--- src/rtl/unified_mem_arbiter.sv ---
// Round-robin arbiter sharing one single-port synchronous memory between the
// instruction-fetch port and the data port, one outstanding access at a time.
module unified_mem_arbiter #(
    parameter int ADDR_W  = 16,
    parameter int DATA_W  = 16,
    parameter int MEM_LAT = 1
) (
    input  logic              clk,
    input  logic              rst_n,
    input  logic              if_req,
    input  logic [ADDR_W-1:0] if_addr,
    output logic              if_gnt,
    output logic              if_rvalid,
    output logic [DATA_W-1:0] if_rdata,
    input  logic              d_req,
    input  logic              d_we,
    input  logic [ADDR_W-1:0] d_addr,
    input  logic [DATA_W-1:0] d_wdata,
    output logic              d_gnt,
    output logic              d_rvalid,
    output logic [DATA_W-1:0] d_rdata,
    output logic              mem_en,
    output logic              mem_we,
    output logic [ADDR_W-1:0] mem_addr,
    output logic [DATA_W-1:0] mem_wdata,
    input  logic [DATA_W-1:0] mem_rdata,
    output logic              busy
);

    typedef enum logic [1:0] {
        IDLE   = 2'd0,
        ACCESS = 2'd1,
        WAIT   = 2'd2
    } state_t;

    state_t     state;
    logic       last_winner;   // 1 = data port won the most recent contention
    logic       owner_data;    // port that owns the access in flight
    logic [2:0] lat_cnt;
    logic       pick_data;

    // Under contention the port that did not win last time goes first.
    assign pick_data = d_req && (!if_req || !last_winner);
    assign busy      = (state != IDLE);

    always_ff @(posedge clk or negedge rst_n) begin
        if (!rst_n) begin
            state       <= IDLE;
            last_winner <= 1'b1;
            owner_data  <= 1'b0;
            lat_cnt     <= 3'd0;
            if_gnt      <= 1'b0;
            if_rvalid   <= 1'b0;
            if_rdata    <= '0;
            d_gnt       <= 1'b0;
            d_rvalid    <= 1'b0;
            d_rdata     <= '0;
            mem_en      <= 1'b0;
            mem_we      <= 1'b0;
            mem_addr    <= '0;
            mem_wdata   <= '0;
        end else begin
            if_gnt    <= 1'b0;
            d_gnt     <= 1'b0;
            if_rvalid <= 1'b0;
            d_rvalid  <= 1'b0;
            mem_en    <= 1'b0;
            mem_we    <= 1'b0;
            case (state)
                IDLE: begin
                    if (if_req || d_req) begin
                        state      <= ACCESS;
                        owner_data <= pick_data;
                        mem_en     <= 1'b1;
                        if (pick_data) begin
                            mem_we    <= d_we;
                            mem_addr  <= d_addr;
                            mem_wdata <= d_wdata;
                            d_gnt     <= 1'b1;
                        end else begin
                            mem_addr <= if_addr;
                            if_gnt   <= 1'b1;
                        end
                        if (if_req && d_req) begin
                            last_winner <= pick_data;
                        end
                    end
                end
                ACCESS: begin
                    // mem_we still reflects the access being issued this cycle
                    if (mem_we) begin
                        state <= IDLE;
                    end else begin
                        state   <= WAIT;
                        lat_cnt <= 3'(MEM_LAT);
                    end
                end
                WAIT: begin
                    if (lat_cnt <= 3'd1) begin
                        state <= IDLE;
                        if (owner_data) begin
                            d_rdata  <= mem_rdata;
                            d_rvalid <= 1'b1;
                        end else begin
                            if_rdata  <= mem_rdata;
                            if_rvalid <= 1'b1;
                        end
                    end else begin
                        lat_cnt <= lat_cnt - 3'd1;
                    end
                end
                default: state <= IDLE;
            endcase
        end
    end

endmodule

--- config.mk ---
export PLATFORM = sky130hd
export DESIGN_NAME = unified_mem_arbiter
export DESIGN_NICKNAME = d
export VERILOG_FILES = /design/src/rtl/unified_mem_arbiter.sv
export SDC_FILE = /design/constraint.sdc
export NUM_CORES = 1
export LEC_CHECK = 0
export ABC_CLOCK_PERIOD_IN_PS = 2700
export CORE_ASPECT_RATIO = 1.4
export CORE_UTILIZATION = 45
export DETAILED_ROUTE_END_ITERATION = 6
export GPL_TIMING_DRIVEN = 1
export PLACE_DENSITY = 0.85
export SLEW_MARGIN = 20
export SYNTH_ARGS = -nofsm -noshare
export SYNTH_HDL_FRONTEND = slang
export SYNTH_SLANG_ARGS = --single-unit
--- constraint.sdc ---
create_clock -name clk -period 2.7 [get_ports clk]
set_input_delay 0.54 -clock clk [delete_from_list [all_inputs] [get_ports clk]]
set_output_delay 0.54 -clock clk [all_outputs]
set_load 0.1 [all_outputs]
==> metrics.cfg, run 1 <==
[logic_synthesis]
syn-num-nets=309
ys_seq_area_share_pct=60.9
ys_ff_latch=77
synthCells=238
yosysUniqueCellTypes=34
ys.warnings.count=0
synth_edf_count=0
syn-cell-area_sq_mm=0.00317
synthArstFlopShare_pct=100
postSynthAreaPerCell_sq_um=13.3
synth_ff_type=dfrtp_1

[cells_and_area]
drive_gt1_share_pct=32.9
fin_nets=453
layout_commonest_cell=dfrtp_1
antenna_cells=0
synthToLayoutAreaGrowth_pct=46.9
final_core_util_pct=69.4
most-common-layout-cells=dfrtp_1, buf_4, clkdlybuf4s50_1, inv_1, mux2_2

[floorplan]
die_x_microns=72.9
die_h_microns=101
start_util_pct=47.2
io_pins=140
dieArea_sq_mm=0.00738
rows=35
core_sq_mm=0.00670

[worst_setup_path]
crit_arrival_ps=1650
regToRegSetupSlack_ps=840
start_kind=register
critPathMaxFanout=20
slowest_delay_ps=420
cpMaxStageDelayCell=dfrtp_1
crit_family=buffers and inverters
cp.required_ps=2160
path_class=register to output pin
critPathBufInv=2
worstSetupEndpointType=output pin
crit_chain=nor2_2 -> inv_1 -> buf_4

[run]
drv_cap=0

[sta]
hold_viol=0
fin_crit_ps=2190
fmax_mhz=456
slew_headroom_pct=36.8
finalCritPeriodShare_pct=81.2
clock_skew_ps=9.33
grt_setup_unrepaired=false
report.final.slew_viol_count=0
worst_slew_pin_slew_ps=948
timing.final.setup_violations=0
setup_tns_ps=0

[clock_tree]
cts.path.max_buffers=2
postCtsSetupBuffers=0
post_cts_resized=0
cts_sinks=77
cts-root-buf=clkbuf_8
holdBufCountCts=0
clkSlewWorstSetupHoldPaths_ps=80
worstSkewPairLatency_ps=330
htree_levels=3
cts_tree=done
numCtsBuffers=9

[global_routing]
grt_max_degree=78
grt_antenna_before_repair=0
overflow=0
grt_pass1_vias=2396
groute.usage.overall_pct=19.7
grt_pass1_wl_mm=11.2

[outcome]
status=completed

[worst_hold_path]
worstHoldPathType=input pin to async pin

[route]
vias=2380
firstDrtPassIters=4
viasPerCell=4.98
wl_per_cell_microns=14.4
dr.first_iter.drc_count=97
ant_nets=0
wirelength_mm=6.91
drc=0

[place]
gp_congestion=0.704
io_buffers=139
hpwlAfterDp_mm=5.07

==> Yosys cell counts (2+ instances only) <==
cell type  instances  share of area (%)
clkbuf_1           4               0.47
mux2_1            18                6.4
nor2_1             4               0.47
buf_4              2               0.47
nand3_1            2               0.32
mux2_2            21                7.5
nor2b_1            3               0.59
nand2b_1           2               0.40
dfrtp_1           76                 60
o21ai_0           20                3.2
inv_1             38                4.5
nand2_1            2               0.24
mux2_4             9                4.3
ha_1               2               0.79
o221ai_1          16                4.4
==> final cells by class <==
| class | instances | area (sq um) |
|---|---|---|
| multi-input cells | 114 | 1050 |
| clock buffers | 9 | 124 |
| flip-flops and latches | 77 | 1930 |
| clock inverters | 6 | 65.1 |
| well taps | 92 | 115 |
| fillers | 511 | 2050 |
| repair buffers | 141 | 1230 |
| inverters | 39 | 146 |
==> worst paths after layout <==
check / cells past startpoint / start / end
max: 3 / state[1] / busy
min in group clk: 1 / mem_wdata[12] / mem_wdata[12]
max in group asynchronous: 1 / rst_n / lat_cnt[2]
min reg2reg: 1 / mem_wdata[12] / mem_wdata[12]
max reg2reg: 5 / lat_cnt[1] / d_rdata[0]
min: 1 / rst_n / mem_en
==> per-layer routing <==
| metal | wire length, microns | global-route usage, % | up-vias |
|---|---|---|---|
| li1 | - | - | 1104 |
| met2 | 3520 | 34.4 | 105 |
| met1 | 2800 | 23.6 | 1163 |
| met3 | 506 | 5.17 | 8 |
| met5 | 0 | 0 | - |
| met4 | 77 | 6.49 | 0 |
==> state kept, by name, indices dropped and copies added, names as in the netlist <==
name / flops
state: 2
mem_en: 1
owner_data: 1
if_rdata: 16
mem_we: 1
d_gnt: 1
mem_addr: 16
lat_cnt: 3
d_rdata: 16
if_gnt: 1
if_rvalid: 1
d_rvalid: 1
mem_wdata: 16
last_winner: 1
==> metrics by stage <==
step	hold slack (ps)	worst slack, ps	area (sq um)	cells
3_3_place_gp	470	702	4460	463
6_report	350	507	4650	478
5_1_grt	442	404	4650	478
3_5_place_dp	481	622	4460	463
4_1_cts	389	514	4650	478
2_1_floorplan	244	680	3170	238
==> cells by family (layout without fill, tap and decap cells) <==
kind of cell	Yosys count	in the layout	share of synthesized area (%)
xor+xnor	1	1	0.277
compound gates	40	40	8.66
fa+ha+maj	2	2	0.790
simple gates	23	23	5.18
mux	48	48	18.1
buf+inv	47	195	6.05
flops	77	77	60.9
==> worst reg2reg max path, stage by stage (launching register included) <==
cell and delay (ps):
dfrtp_1 400, inv_1 100, ha_1 180, o21bai_2 200, nand4b_4 420, mux2_1 450
Power of run 1 is not shown: default switching activity piles up to over one toggle a cycle in this logic, so the estimate is an artifact.
==> run 2, diff against run 1 <==
Settings changed: ABC_CLOCK_PERIOD_IN_PS 2700 to 2200, CORE_UTILIZATION 45 to 42, PLACE_DENSITY 0.85 to 0.8.
Clock period 2.7 ns to 2.2 ns, I/O delays scaled along.
==> metrics.cfg, run 2 (synthesized netlist as in run 1, its figures left out) <==
[worst_setup_path]
worstSetupEndpointType=output pin
crit_family=buffers and inverters
cpMaxStageDelayCell=dfrtp_1
start_kind=register
crit_arrival_ps=1410
critPathBufInv=2
cp.required_ps=1760
path_class=register to output pin
critPathMaxFanout=11
crit_chain=nor2_2 -> inv_1 -> buf_12
slowest_delay_ps=410

[floorplan]
core_sq_mm=0.00731
start_util_pct=43.3
die_h_microns=105
dieArea_sq_mm=0.00789
io_pins=140
die_x_microns=75.4
rows=37

[sta]
slew_headroom_pct=72.6
worst_slew_pin_slew_ps=410
fmax_mhz=540
fin_crit_ps=1850
setup_tns_ps=0
grt_setup_unrepaired=false
finalCritPeriodShare_pct=84.1
hold_viol=0
timing.final.setup_violations=0
clock_skew_ps=12.5
report.final.slew_viol_count=0

[run]
drv_cap=0

[route]
firstDrtPassIters=4
dr.first_iter.drc_count=68
vias=2382
wirelength_mm=6.93
wl_per_cell_microns=14.2
viasPerCell=4.87
drc=0
ant_nets=0

[global_routing]
grt_pass1_vias=2466
groute.usage.overall_pct=18.5
grt_pass1_wl_mm=11.1
grt_antenna_before_repair=0
grt_max_degree=30
overflow=0

[clock_tree]
numCtsBuffers=9
worstSkewPairLatency_ps=340
htree_levels=3
cts-root-buf=clkbuf_8
holdBufCountCts=0
cts.path.max_buffers=2
cts_tree=done
cts_sinks=77
postCtsSetupBuffers=0
post_cts_resized=0
clkSlewWorstSetupHoldPaths_ps=80

[cells_and_area]
synthToLayoutAreaGrowth_pct=48.0
drive_gt1_share_pct=33.7
fin_nets=458
layout_commonest_cell=buf_4
final.fill_count=597
antenna_cells=0
seq_area_sq_mm=0.00193
most-common-layout-cells=buf_4, dfrtp_1, clkdlybuf4s50_1, inv_1, mux2_2
multiInputGateArea_sq_mm=0.00105

[place]
io_buffers=139
hpwlAfterDp_mm=5.25
gp_congestion=0.749

[outcome]
status=completed

[worst_hold_path]
worstHoldPathType=input pin to async pin

-- run 2: worst paths after layout --
kind | cells past startpoint | end | slack (ps) | startpoint
max in group asynchronous | 2 | if_rdata[12] | 1610 | rst_n
setup reg to reg | 5 | d_rdata[0] | 360 | lat_cnt[1]
setup / recovery | 3 | busy | 350 | state[0]
hold reg to reg | 1 | mem_wdata[14] | 500 | mem_wdata[14]
min in group clk | 1 | mem_wdata[14] | 500 | mem_wdata[14]
hold / removal | 1 | mem_wdata[13] | 10 | rst_n
-- run 2: layout make-up --
type                    count  area share [%]
clock buffers              10            2.72
multi-input cells         114            22.3
clock inverters             6           0.854
repair buffers            146            27.2
inverters                  39            3.12
well taps                  97            2.59
flip-flops and latches     77            41.1
-- run 2: through the flow --
step                hold WS [ps]  utilization, %  cell area, sq um  cells  setup WS [ps]
CTS                         9.59            64.1              4690    489            313
global route                26.4            64.1              4690    489            219
global placement             378            61.8              4520    473            321
floorplan                    144               -              3170    238            280
finish                      12.2            64.1              4690    489            350
detailed placement           387            61.8              4520    473            283
-- run 2: worst reg2reg max path, delay by kind of cell (launching register included) --
kind,cells,cell delay (ps)
mux,1,440
simple gates,1,410
flops,1,400
compound gates,1,200
fa+ha+maj,1,180
buf+inv,1,110
-- run 2: layer usage --
layer  global-route usage (%)  up-vias  routed length [microns]
li1                         -     1120                        -
met1                     22.0     1145                     2810
met2                     30.7      103                     3490
met3                     4.44       14                      453
met4                     8.20        0                      170
met5                        0        -                        0
Power of run 2 is left out for the same reason.
==> run 3, diff against run 2 <==
Settings changed: ABC_CLOCK_PERIOD_IN_PS 2200 to 1610, CORE_UTILIZATION 42 to 38, PLACE_DENSITY 0.8 to 0.77.
Clock period 2.2 ns to 1.61 ns, I/O delays scaled along.
==> metrics.cfg, run 3 (synthesized netlist as in run 1, its figures left out) <==
[sta]
hold_viol=0
report.final.slew_viol_count=0
timing.final.setup_violations=0
clock_skew_ps=7.54
worst_slew_pin_slew_ps=435
fmax_mhz=626
fin_crit_ps=1600
grt_setup_unrepaired=true
finalCritPeriodShare_pct=99.3
slew_headroom_pct=71.0

[place]
hpwlAfterDp_mm=6.58
dp_cells=489
io_buffers=139
gp_congestion=0.709

[global_routing]
grt_pass1_wl_mm=13.9
grt_antenna_before_repair=0
overflow=0
groute.usage.overall_pct=21.3
grt_pass1_vias=2831
grt_max_degree=35

[cells_and_area]
most-common-layout-cells=dfrtp_1, buf_12, clkdlybuf4s50_1, inv_1, mux2_2
layout.cells.non_filler=512
seq_area_sq_mm=0.00193
antenna_cells=0
synthToLayoutAreaGrowth_pct=88.5
final.fill_count=530
fin_nets=476
multiInputGateArea_sq_mm=0.00112
drive_gt1_share_pct=39.3

[route]
wirelength_mm=8.88
drc=0
vias=2551
wl_per_cell_microns=17.3
dr.first_iter.drc_count=87
ant_nets=0
viasPerCell=4.98
firstDrtPassIters=6

[worst_setup_path]
cpMaxStageDelayCell=dfrtp_1
worstSetupEndpointType=register
crit_arrival_ps=1810
regToRegSetupSlack_ps=10
slowest_delay_ps=400
cp.required_ps=1820
path_class=register to register
crit_chain=inv_2 -> ha_4 -> o21bai_4 -> nand4b_4 -> buf_12 -> mux2_4
critPathMaxFanout=6
critPathBufInv=2
crit_family=flip-flops
start_kind=register

[floorplan]
die_x_microns=79.1
rows=39
dieArea_sq_mm=0.00870
io_pins=140
core_sq_mm=0.00810
die_h_microns=110
start_util_pct=39.1

[outcome]
status=completed

[clock_tree]
worstSkewPairLatency_ps=330
clkSlewWorstSetupHoldPaths_ps=60
cts.path.max_buffers=2
numCtsBuffers=9
htree_levels=3
cts_sinks=77
cts_tree=done
cts-root-buf=clkbuf_16

[run]
drv_cap=0

[worst_hold_path]
worstHoldPathType=input pin to async pin

run 3: cell count changes in the layout (fill, tap and decap cells not counted), moves of 2 or more:
cell and delta:
buf_12 +75, buf_4 -62, buf_6 +2, clkbuf_16 +10
clkbuf_8 -8, inv_1 -2, inv_2 +2, mux2_1 -8
mux2_4 +8
run 3: metal layers:
metal / GRT usage [%] / share of wire (%)
met1: 22.1 / 35
met4: 9.61 / 2.2
met3: 6.26 / 6.3
met2: 39.4 / 56
met5: 0 / 0
run 3: stage by stage:
stage | area (sq um) | setup WS [ps] | TNS, ps | util, % | hold slack (ps)
global route | 5970 | -42.8 | -461 | 73.6 | 523
detailed placement | 5530 | -84.3 | -1260 | 68.3 | 304
global placement | 5530 | 17.6 | 0 | 68.3 | 298
finish | 5970 | 11.9 | 0 | 73.6 | 483
floorplan | 3170 | 8.53 | 0 | - | 26.4
CTS | 5870 | -4.51 | -4.51 | 72.4 | 491
run 3: area by class of cell:
cell class	count	area share [%]
inverter	39	2.45
sequential	77	32.3
timing repair buffer	163	39.7
tap	102	2.14
clock inverter	5	0.587
clock buffer	11	4.07
multi-input combinational	115	18.7
run 3: path summary, 6_finish.rpt:
| check | startpoint | endpoint | depth (start not counted) |
|---|---|---|---|
| max | lat_cnt[1] | d_rdata[10] | 6 |
| min | rst_n | lat_cnt[2] | 2 |
| max reg2reg | lat_cnt[1] | d_rdata[10] | 6 |
| min reg2reg | last_winner | last_winner | 1 |
| max in group asynchronous | rst_n | mem_we | 3 |
| min in group clk | last_winner | last_winner | 1 |
run 3: what timing repair did:
item	4_1_cts	5_1_grt
cloned	1	1
hold buffers	1	0
buffers inserted	2	2
endpoints found under the hold margin	29	0
setup endpoints to repair	32	31
gates resized for setup	4	13
pin swaps	2	2
Power of run 3 is left out for the same reason.
